===== config.mk =====
export PLATFORM = sky130hd
export DESIGN_NAME = instr_fetch
export DESIGN_NICKNAME = d
export VERILOG_FILES = /design/src/rtl/rv_pkg.sv /design/src/rtl/fetch_fifo.sv /design/src/rtl/instr_fetch.sv
export SDC_FILE = /design/constraint.sdc
export NUM_CORES = 1
export LEC_CHECK = 0
export ABC_AREA = 1
export CAP_MARGIN = 20
export CORE_ASPECT_RATIO = 0.6
export CORE_MARGIN = 5
export CORE_UTILIZATION = 23
export CTS_CLUSTER_DIAMETER = 200
export CTS_CLUSTER_SIZE = 20
export DETAILED_ROUTE_END_ITERATION = 8
export GPL_TIMING_DRIVEN = 0
export PLACE_DENSITY_LB_ADDON = 0.25
export REMOVE_ABC_BUFFERS = 1
export SYNTH_ARGS = -nofsm -noshare
export SYNTH_HDL_FRONTEND = slang
export SYNTH_HIERARCHICAL = 1
export SYNTH_SLANG_ARGS = --single-unit

===== constraint.sdc =====
create_clock -name clk -period 9.4 [get_ports clk]
set_clock_uncertainty 0.2 [all_clocks]
set_input_delay 0.94 -clock clk [delete_from_list [all_inputs] [get_ports clk]]
set_output_delay 0.94 -clock clk [all_outputs]
set_load 0.005 [all_outputs]

===== src/rtl/rv_pkg.sv =====
// Shared RV32 constants and the fetch buffer entry type.
// Used by the fetch front end and its bench.
package rv_pkg;

    localparam int unsigned XLEN = 32;

    localparam int unsigned OPCODE_LSB = 0;
    localparam int unsigned OPCODE_MSB = 6;
    localparam int unsigned FUNC3_LSB  = 12;
    localparam int unsigned FUNC3_MSB  = 14;
    localparam int unsigned FUNC7_LSB  = 25;
    localparam int unsigned FUNC7_MSB  = 31;

    localparam logic [XLEN-1:0] NOP_WORD = 32'h0000_0013;

    typedef struct packed {
        logic [XLEN-1:0] pc;
        logic [XLEN-1:0] instr;
    } fetch_entry_t;

endpackage


===== src/rtl/fetch_fifo.sv =====
// Instruction buffer of {pc, instr} entries with flush.
// When empty, the read port keeps showing the last head entry.
module fetch_fifo
    import rv_pkg::*;
#(
    parameter int unsigned DEPTH = 2,
    localparam int unsigned AW = $clog2(DEPTH)
) (
    input  logic         clk,
    input  logic         rst_n,
    input  logic         flush,
    input  logic         wr_en,
    input  fetch_entry_t wr_data,
    input  logic         rd_en,
    output fetch_entry_t rd_data,
    output logic         full,
    output logic         empty,
    output logic [AW:0]  count
);

    fetch_entry_t mem_q [DEPTH];
    fetch_entry_t mem_d [DEPTH];
    fetch_entry_t hold_q, hold_d;
    logic [AW:0]  wr_ptr_q, wr_ptr_d;
    logic [AW:0]  rd_ptr_q, rd_ptr_d;
    logic         do_wr, do_rd;

    always_comb begin
        full  = (wr_ptr_q[AW] != rd_ptr_q[AW]) && (wr_ptr_q[AW-1:0] == rd_ptr_q[AW-1:0]);
        empty = (wr_ptr_q == rd_ptr_q);
        count = wr_ptr_q - rd_ptr_q;
        do_wr = wr_en && !full && !flush;
        do_rd = rd_en && !empty;

        mem_d = mem_q;
        if (do_wr) begin
            mem_d[wr_ptr_q[AW-1:0]] = wr_data;
        end

        wr_ptr_d = wr_ptr_q + {{AW{1'b0}}, do_wr};
        // Flush drops everything buffered; a same-cycle pop is subsumed by it.
        rd_ptr_d = flush ? wr_ptr_q : rd_ptr_q + {{AW{1'b0}}, do_rd};

        hold_d  = empty ? hold_q : mem_q[rd_ptr_q[AW-1:0]];
        rd_data = empty ? hold_q : mem_q[rd_ptr_q[AW-1:0]];
    end

    always_ff @(posedge clk or negedge rst_n) begin
        if (!rst_n) begin
            for (int i = 0; i < int'(DEPTH); i++) begin
                mem_q[i] <= '0;
            end
            hold_q   <= '0;
            wr_ptr_q <= '0;
            rd_ptr_q <= '0;
        end else begin
            mem_q    <= mem_d;
            hold_q   <= hold_d;
            wr_ptr_q <= wr_ptr_d;
            rd_ptr_q <= rd_ptr_d;
        end
    end

endmodule


===== src/rtl/instr_fetch.sv =====
// Instruction fetch front end: PC, credit-limited memory requests, response
// buffering and redirect handling, feeding decode over valid/ready.
module instr_fetch
    import rv_pkg::*;
#(
    parameter logic [XLEN-1:0] RESET_PC = 32'h0000_0000,
    parameter int unsigned     DEPTH    = 2
) (
    input  logic            clk,
    input  logic            rst_n,
    output logic            imem_req_valid,
    input  logic            imem_req_ready,
    output logic [XLEN-1:0] imem_req_addr,
    input  logic            imem_rsp_valid,
    input  logic [XLEN-1:0] imem_rsp_data,
    input  logic            redirect_valid,
    input  logic [XLEN-1:0] redirect_pc,
    output logic            out_valid,
    input  logic            out_ready,
    output logic [XLEN-1:0] out_pc,
    output logic [XLEN-1:0] out_instr,
    output logic [6:0]      opcode,
    output logic [2:0]      func3,
    output logic [6:0]      func7
);

    localparam int unsigned     CW     = $clog2(DEPTH) + 1;
    localparam logic [CW+1:0]   DepthW = (CW+2)'(DEPTH);

    logic [XLEN-1:0] fetch_pc_q, fetch_pc_d;
    logic [XLEN-1:0] rsp_pc_q, rsp_pc_d;
    logic [CW-1:0]   outstanding_q, outstanding_d;
    logic [CW-1:0]   drop_cnt_q, drop_cnt_d;
    logic            req_en_q, req_en_d;

    logic            req_hs, rsp_drop, fifo_wr;
    logic [CW+1:0]   credit_used;
    logic [XLEN-1:0] redirect_target;
    logic            unused_redirect_bits;

    fetch_entry_t    fifo_wdata, fifo_rdata;
    logic            fifo_full, fifo_empty;
    logic [CW-1:0]   fifo_count;

    assign unused_redirect_bits = ^redirect_pc[1:0];
    assign redirect_target      = {redirect_pc[XLEN-1:2], 2'b00};

    always_comb begin
        // Dropped responses are also still outstanding, so they are counted twice.
        credit_used = {2'b00, outstanding_q} + {2'b00, drop_cnt_q} + {2'b00, fifo_count};
        imem_req_valid = req_en_q && !fifo_full && (credit_used < DepthW);
        imem_req_addr  = fetch_pc_q;
        req_hs         = imem_req_valid && imem_req_ready;
        rsp_drop       = (drop_cnt_q != '0);
        fifo_wr        = imem_rsp_valid && !rsp_drop && !redirect_valid;
        req_en_d       = 1'b1;

        outstanding_d = outstanding_q + CW'(req_hs) - CW'(imem_rsp_valid);

        if (redirect_valid) begin
            drop_cnt_d = outstanding_d;
        end else if (imem_rsp_valid && rsp_drop) begin
            drop_cnt_d = drop_cnt_q - 1'b1;
        end else begin
            drop_cnt_d = drop_cnt_q;
        end

        if (redirect_valid) begin
            fetch_pc_d = redirect_target;
        end else if (req_hs) begin
            fetch_pc_d = fetch_pc_q + 32'd4;
        end else begin
            fetch_pc_d = fetch_pc_q;
        end

        // Requests are sequential from the last redirect, so the PC of the next
        // kept response is a single running counter rather than a full queue.
        if (redirect_valid) begin
            rsp_pc_d = redirect_target;
        end else if (fifo_wr) begin
            rsp_pc_d = rsp_pc_q + 32'd4;
        end else begin
            rsp_pc_d = rsp_pc_q;
        end

        fifo_wdata.pc    = rsp_pc_q;
        fifo_wdata.instr = imem_rsp_data;

        out_valid = !fifo_empty;
        out_pc    = fifo_rdata.pc;
        out_instr = fifo_rdata.instr;
        opcode    = out_instr[OPCODE_MSB:OPCODE_LSB];
        func3     = out_instr[FUNC3_MSB:FUNC3_LSB];
        func7     = out_instr[FUNC7_MSB:FUNC7_LSB];
    end

    always_ff @(posedge clk or negedge rst_n) begin
        if (!rst_n) begin
            fetch_pc_q    <= RESET_PC;
            rsp_pc_q      <= RESET_PC;
            outstanding_q <= '0;
            drop_cnt_q    <= '0;
            req_en_q      <= 1'b0;
        end else begin
            fetch_pc_q    <= fetch_pc_d;
            rsp_pc_q      <= rsp_pc_d;
            outstanding_q <= outstanding_d;
            drop_cnt_q    <= drop_cnt_d;
            req_en_q      <= req_en_d;
        end
    end

    fetch_fifo #(
        .DEPTH (DEPTH)
    ) u_fifo (
        .clk     (clk),
        .rst_n   (rst_n),
        .flush   (redirect_valid),
        .wr_en   (fifo_wr),
        .wr_data (fifo_wdata),
        .rd_en   (out_valid && out_ready),
        .rd_data (fifo_rdata),
        .full    (fifo_full),
        .empty   (fifo_empty),
        .count   (fifo_count)
    );

endmodule


# Word-level counts from Yosys, hierarchy flattened
# Cells that the tools add are included.
[word_totals] mem_bits_rw=0 out_inout_bits=115 memories=0 in_bits=70 reg_bits=265 mem_bits_ro=0 word_cells=66 latchBits=0
[classes] n_lt_le_gt_ge=4 n_div=0 eq_ne=3 multipliers=0 n_mux=14 n_shift=0 n_bitwise=2 addsub=10 n_reduce_logical=20
[ops] cell="2-to-1 mux 64 bit" count=5
[ops] cell="bitwise mux 128 bit" count=1
[ops] cell="2-to-1 mux 32 bit" count=4
[ops] cell="adder 32 x 3 -> 32 bit, second input constant" count=2
[ops] cell="demux 64 bit (select 1 bit)" count=1
[ops] cell="logical AND 1 bit" count=12
[ops] cell="nonzero test 2 bit" count=4
[ops] cell="adder 2 x 1 -> 2 bit" count=3
[ops] cell="2-to-1 mux 2 bit" count=3
[ops] cell="adder 3 x 2 -> 4 bit" count=1
[ops] cell="greater-or-equal comparator 2 bit, second input constant" count=2
[ops] cell="logical NOT 1 bit" count=4
[ops] cell="less-than comparator 4 x 2 -> 1 bit, second input constant" count=1
[ops] cell="inverter 1 -> 2 bit" count=2
[ops] cell="adder 2 x 2 -> 3 bit" count=1
[ops] cell="equality test 2 bit" count=1
[ops] cell="less-than comparator 2 x 1 -> 1 bit, second input constant" count=1
[ops] cell="subtractor 2 x 1 -> 2 bit" count=1
[ops] cell="subtractor 2 x 1 -> 2 bit, second input constant" count=1
[ops] cell="subtractor 2 bit" count=1
[ops] cell="equality test 1 bit" count=1
[ops] cell="!= test 1 bit" count=1

# Logic depth before layout (Yosys ltp)
[logic_depth] word_depth=9 depth_mapped=22 depth_no_buf=21

# Hierarchy
# Netlist, hierarchy kept.
[by_module_without_submodules] module="fetch_fifo" cells_per_inst=865 seq_area_each_um2=4904.7 area_per_inst_um2=8328.0 n_inst=1
[by_module_without_submodules] module="instr_fetch" cells_per_inst=729 seq_area_each_um2=1626.6 area_per_inst_um2=4845.9 n_inst=1

# Least setup slack after synthesis
# Ideal clock, no wire load.
[synth_path] path_type="reg2reg" from="register u_fifo.wr_ptr_q[1]" to="register drop_cnt_q[1]" arrival_ns=3.058 synth_period_minus_slack_ns=3.378 setup_ns=0.120 path_slack_ns=6.022 stages_incl_launch_ff=22 path_cell_list="dfrtp_1 -> inv_2 -> nand2_1 -> nand2_1 -> buf_2 -> nand2_1 -> nand2_1 -> inv_1 -> fa_1 -> inv_1 -> ha_1 -> nand3b_1 -> nor2_2 -> nand2_2 -> ha_1 -> inv_1 -> ha_1 -> xnor2_1 -> xor2_1 -> inv_1 -> o21ai_0 -> inv_1"
[synth_via] elab_cells_between_ends=12 classes_between="4 x add/sub; 1 x order compare; 1 x eq/ne; 1 x mux; 5 x reduce/logical"
[synth_lines] element="start, declared" line_no="fetch_fifo.sv:24" source="logic [AW:0] wr_ptr_q, wr_ptr_d;"
[synth_lines] element="start signal, assigned" line_no="fetch_fifo.sv:59" source="wr_ptr_q <= wr_ptr_d;"
[synth_lines] element="subtractor 2 bit" line_no="fetch_fifo.sv:31" source="count = wr_ptr_q - rd_ptr_q;"
[synth_lines] element="via fifo_count[1]" line_no="instr_fetch.sv:43" source="logic [CW-1:0] fifo_count;"
[synth_lines] element="adder 3 x 2 -> 4 bit" line_no="instr_fetch.sv:50" source="credit_used = {2'b00, outstanding_q} + {2'b00, drop_cnt_q} + {2'b00, fifo_count};"
[synth_lines] element="less-than comparator 4 x 2 -> 1 bit" line_no="instr_fetch.sv:51" source="imem_req_valid = req_en_q && !fifo_full && (credit_used < DepthW);"
[synth_lines] element="logical AND 1 bit" line_no="instr_fetch.sv:51"
[synth_lines] element="via imem_req_valid" line_no="instr_fetch.sv:11" source="output logic imem_req_valid,"
[synth_lines] element="logical AND 1 bit" line_no="instr_fetch.sv:53" source="req_hs = imem_req_valid && imem_req_ready;"
[synth_lines] element="adder 2 x 1 -> 2 bit" line_no="instr_fetch.sv:58" source="outstanding_d = outstanding_q + CW'(req_hs) - CW'(imem_rsp_valid);"
[synth_lines] element="subtractor 2 x 1 -> 2 bit" line_no="instr_fetch.sv:58"
[synth_lines] element="via outstanding_d[1]" line_no="instr_fetch.sv:32" source="logic [CW-1:0] outstanding_q, outstanding_d;"
[synth_lines] element="2-to-1 mux 2 bit" line_no="instr_fetch.sv:60" source="if (redirect_valid) begin"
[synth_lines] element="end signal, assigned" line_no="instr_fetch.sv:108" source="drop_cnt_q <= drop_cnt_d;"
[synth_lines] element="end, declared" line_no="instr_fetch.sv:33" source="logic [CW-1:0] drop_cnt_q, drop_cnt_d;"
# The timed path passes the listed nets, and every way through them passes these cells.
# A chain may end at the register's enable or synchronous reset.

# Worst setup path in the final report
[layout_path] from="register u_fifo.rd_ptr_q[0]" to="output port imem_req_valid"
[layout_via] elab_cells_between_ends=8 classes_between="2 x add/sub; 1 x order compare; 1 x eq/ne; 4 x reduce/logical"
[layout_lines] element="start, declared" line_no="fetch_fifo.sv:25" source="logic [AW:0] rd_ptr_q, rd_ptr_d;"
[layout_lines] element="start signal, assigned" line_no="fetch_fifo.sv:60" source="rd_ptr_q <= rd_ptr_d;"
[layout_lines] element="subtractor 2 bit" line_no="fetch_fifo.sv:31"
[layout_lines] element="via fifo_count[1]" line_no="instr_fetch.sv:43"
[layout_lines] element="adder 3 x 2 -> 4 bit" line_no="instr_fetch.sv:50"
[layout_lines] element="less-than comparator 4 x 2 -> 1 bit" line_no="instr_fetch.sv:51"
[layout_lines] element="logical AND 1 bit" line_no="instr_fetch.sv:51"
[layout_lines] element="end, declared" line_no="instr_fetch.sv:11"
# The timed path passes the listed nets, and every way through them passes these cells.

==> qor.yml <==
io-pin-count: 185
drc: 0
core-area_um2: 56300
synth_edf_count: 0
slew_headroom_pct: 32.6
layout-drive-gt1-share_pct: 8.09
netlist_instances: 1594
wl_per_cell_um: 15.9
clock-sinks: 261
finalWirelength_um: 39300
area_delta_synth_final_pct: 22.3
grt_pass1_vias: 10338
fmaxAchievable_mhz: 221
nets: 1798
ys_seq_area_share_pct: 49.6
fin_cells: 2477
start_util_pct: 23.4
synthArstFlopShare_pct: 100
dieArea_um2: 62300
cts_resized: 0
r2r_cells: 18
cp_max_fo: 63
rsz0062_at_grt: "false"
dp_hpwl_um: 27500
crit_start: "u_fifo/rd_ptr_q[0]$_DFF_PN0_"
synth_cell_type_count: 39
crit_required_ps: 8260
yosys-top-cells-area: "dfrtp_1 (50%), nand2_1 (14%), o21ai_0 (6.0%), mux2_2 (5.6%), nand3_1 (4.8%)"
num_antenna_cells: 0
hp-class: "in2async"
cts_max_level: 1
routed_via_density: 4.35
ir_drop_uv: 174
finalCritPeriodShare_pct: 48.1
synth.most_common_cell: "nand2_1"
end_kind: "output pin"
dp.cells: 2456
grt_pass1_wl_um: 62000
report.final.slew_viol_count: 0
path_class: "reg2out"
clk_latency_ps: 530
overflow: 0
num_rows: 67
ys_ff_latch: 261
critical_path.startpoint_type: "register"
p_leak_nw: 7.36
synth_flop_cell: "dfrtp_1"
synth_commonest_cells: "nand2_1 (495), dfrtp_1 (261), inv_1 (159), o21ai_0 (159), nand3_1 (126)"
syn_avg_cell_area_um2: 8.26
drv_cap: 0
grt_usage_pct: 12.3
r2r_end: "drop_cnt_q[1]$_DFFE_PN0P_"
fillers: 6013
synth_top_area_share_pct: 49.6
antenna_found_initial: 0
place_congestion: 0.875
drtPass1Iterations: 5
die_w_um: 319
setup_viol: 0
period_needed_ps: 4520
die_h_um: 195
cts_tree: "yes"
holdBufCountCts: 0
crit_arrival_ps: 3380
io_buffer_count: 180
yosysWarnings: 6
cts_setup_buffers: 0
drt_iter0_drc: 765
clock_path_buffers: 3
status: "completed"
via_count: 10770
ant_nets: 0
cts_buffers: 17
synthesis.area_um2: 13200
clk_pin_slew_worst_paths_ps: 90
r2r_start: "u_fifo/rd_ptr_q[0]$_DFF_PN0_"
cts_root_buf: "clkbuf_16"
r2r_slack_ps: 5470
preCtsSetupSlack_ps: 4910
timing.final.ws_setup_ps: 4880
hold_viol_final: 0
worstMarginPinSlew_ps: 1010
grt_max_degree: 89
crit_end: "imem_req_valid"
synth_top_cell_by_area: "dfrtp_1"
p_per_area_nw_per_um2: 335
## worst min-delay path by stage
stage | start | endpoint | slack (ps) | cells after the start
finish | rst_n | u_fifo/wr_ptr_q[1]$_DFF_PN0_ | 170 | 1
floorplan | u_fifo/mem_q[51]$_DFFE_PN0P_ | u_fifo/mem_q[51]$_DFFE_PN0P_ | 280 | 1
global route | rst_n | u_fifo/wr_ptr_q[1]$_DFF_PN0_ | 220 | 1
global placement | u_fifo/hold_q[21]$_DFF_PN0_ | u_fifo/hold_q[21]$_DFF_PN0_ | 290 | 2
CTS | rst_n | u_fifo/wr_ptr_q[1]$_DFF_PN0_ | 210 | 1
detailed placement | u_fifo/hold_q[16]$_DFF_PN0_ | u_fifo/hold_q[16]$_DFF_PN0_ | 290 | 2
## stage by stage
step                setup TNS (ps)  cell area (µm²)  total power [mW]  util [%]  hold slack (ps)
floorplan                        0            12600              3.10         -              281
global placement          -1409320            15400              4.62      27.3              287
detailed placement               0            15700              4.74      27.8              291
CTS                              0            16100              5.54      28.6              208
global route                     0            16100              5.89      28.6              224
finish                           0            16100              5.40      28.6              174
## placed cells by master (no fill, tap or decap), types with 8 or more instances in the layout
| master | Yosys | routed |
|---|---|---|
| a21oi_1 | 34 | 34 |
| buf_16 | 0 | 8 |
| clkbuf_16 | 0 | 17 |
| clkdlybuf4s50_1 | 0 | 178 |
| dfrtp_1 | 261 | 260 |
| ha_1 | 11 | 8 |
| inv_1 | 159 | 159 |
| inv_2 | 8 | 8 |
| mux2_2 | 65 | 65 |
| nand2_1 | 495 | 494 |
| nand3_1 | 126 | 126 |
| nor2_1 | 82 | 82 |
| nor2_2 | 8 | 8 |
| nor2_4 | 9 | 9 |
| nor3_1 | 13 | 13 |
| o211ai_1 | 9 | 9 |
| o21ai_0 | 159 | 159 |
| xor2_1 | 14 | 14 |
## power breakdown
part           switching [mW]  internal, mW
clock                   0.426         0.336
combinational            1.41          1.33
sequential              0.296          1.59
total                    2.14          3.26
## cells by family after synthesis
logic type	Yosys count	synth area share [%]
muxes	65	5.56
and+or+nand+nor	762	24.6
xor gates and xnor gates	18	1.20
DFF	261	49.6
buffers and inverters	259	9.27
AOI/OAI and AO/OA	215	8.55
other	2	0.0570
adders and majority gates	12	1.20
## critical path, stage by stage (launching register included)
cell	delay (ps)
dfrtp_4	860
ha_4	230
nand2_1	50
nand2_1	50
inv_1	40
fa_1	470
inv_1	40
ha_1	280
nand3b_1	160
nor2_2	130
clkdlybuf4s50_1	520
## cell type report
class,count,area (µm²),share of cell area (%)
sequential,261,6540,40.6
clock buffer,19,433,2.69
multi-input combinational,1079,5490,34.1
clock inverter,2,28.8,0.179
inverter,168,631,3.91
timing repair buffer,189,2040,12.7
tap,759,950,5.89
## layer usage
layer | wire [µm] | share of wire [%] | GRT usage [%] | vias up
met2 | 16700 | 43 | 18.5 | 230
li1 | - | - | - | 5280
met4 | 486 | 1.2 | 1.63 | 0
met3 | 1860 | 4.7 | 2.09 | 33
met1 | 20200 | 51 | 18.8 | 5227
met5 | 0 | 0 | 0 | -
## registers in the layout (all words and copies together) (netlist names)
signal	cells
req_en_q	1
imem_req_addr	30
u_fifo/rd_ptr_q	2
outstanding_q	2
rsp_pc_q	30
u_fifo/mem_q	128
u_fifo/wr_ptr_q	2
drop_cnt_q	2
u_fifo/hold_q	64
(Power assumes the default switching activity.)
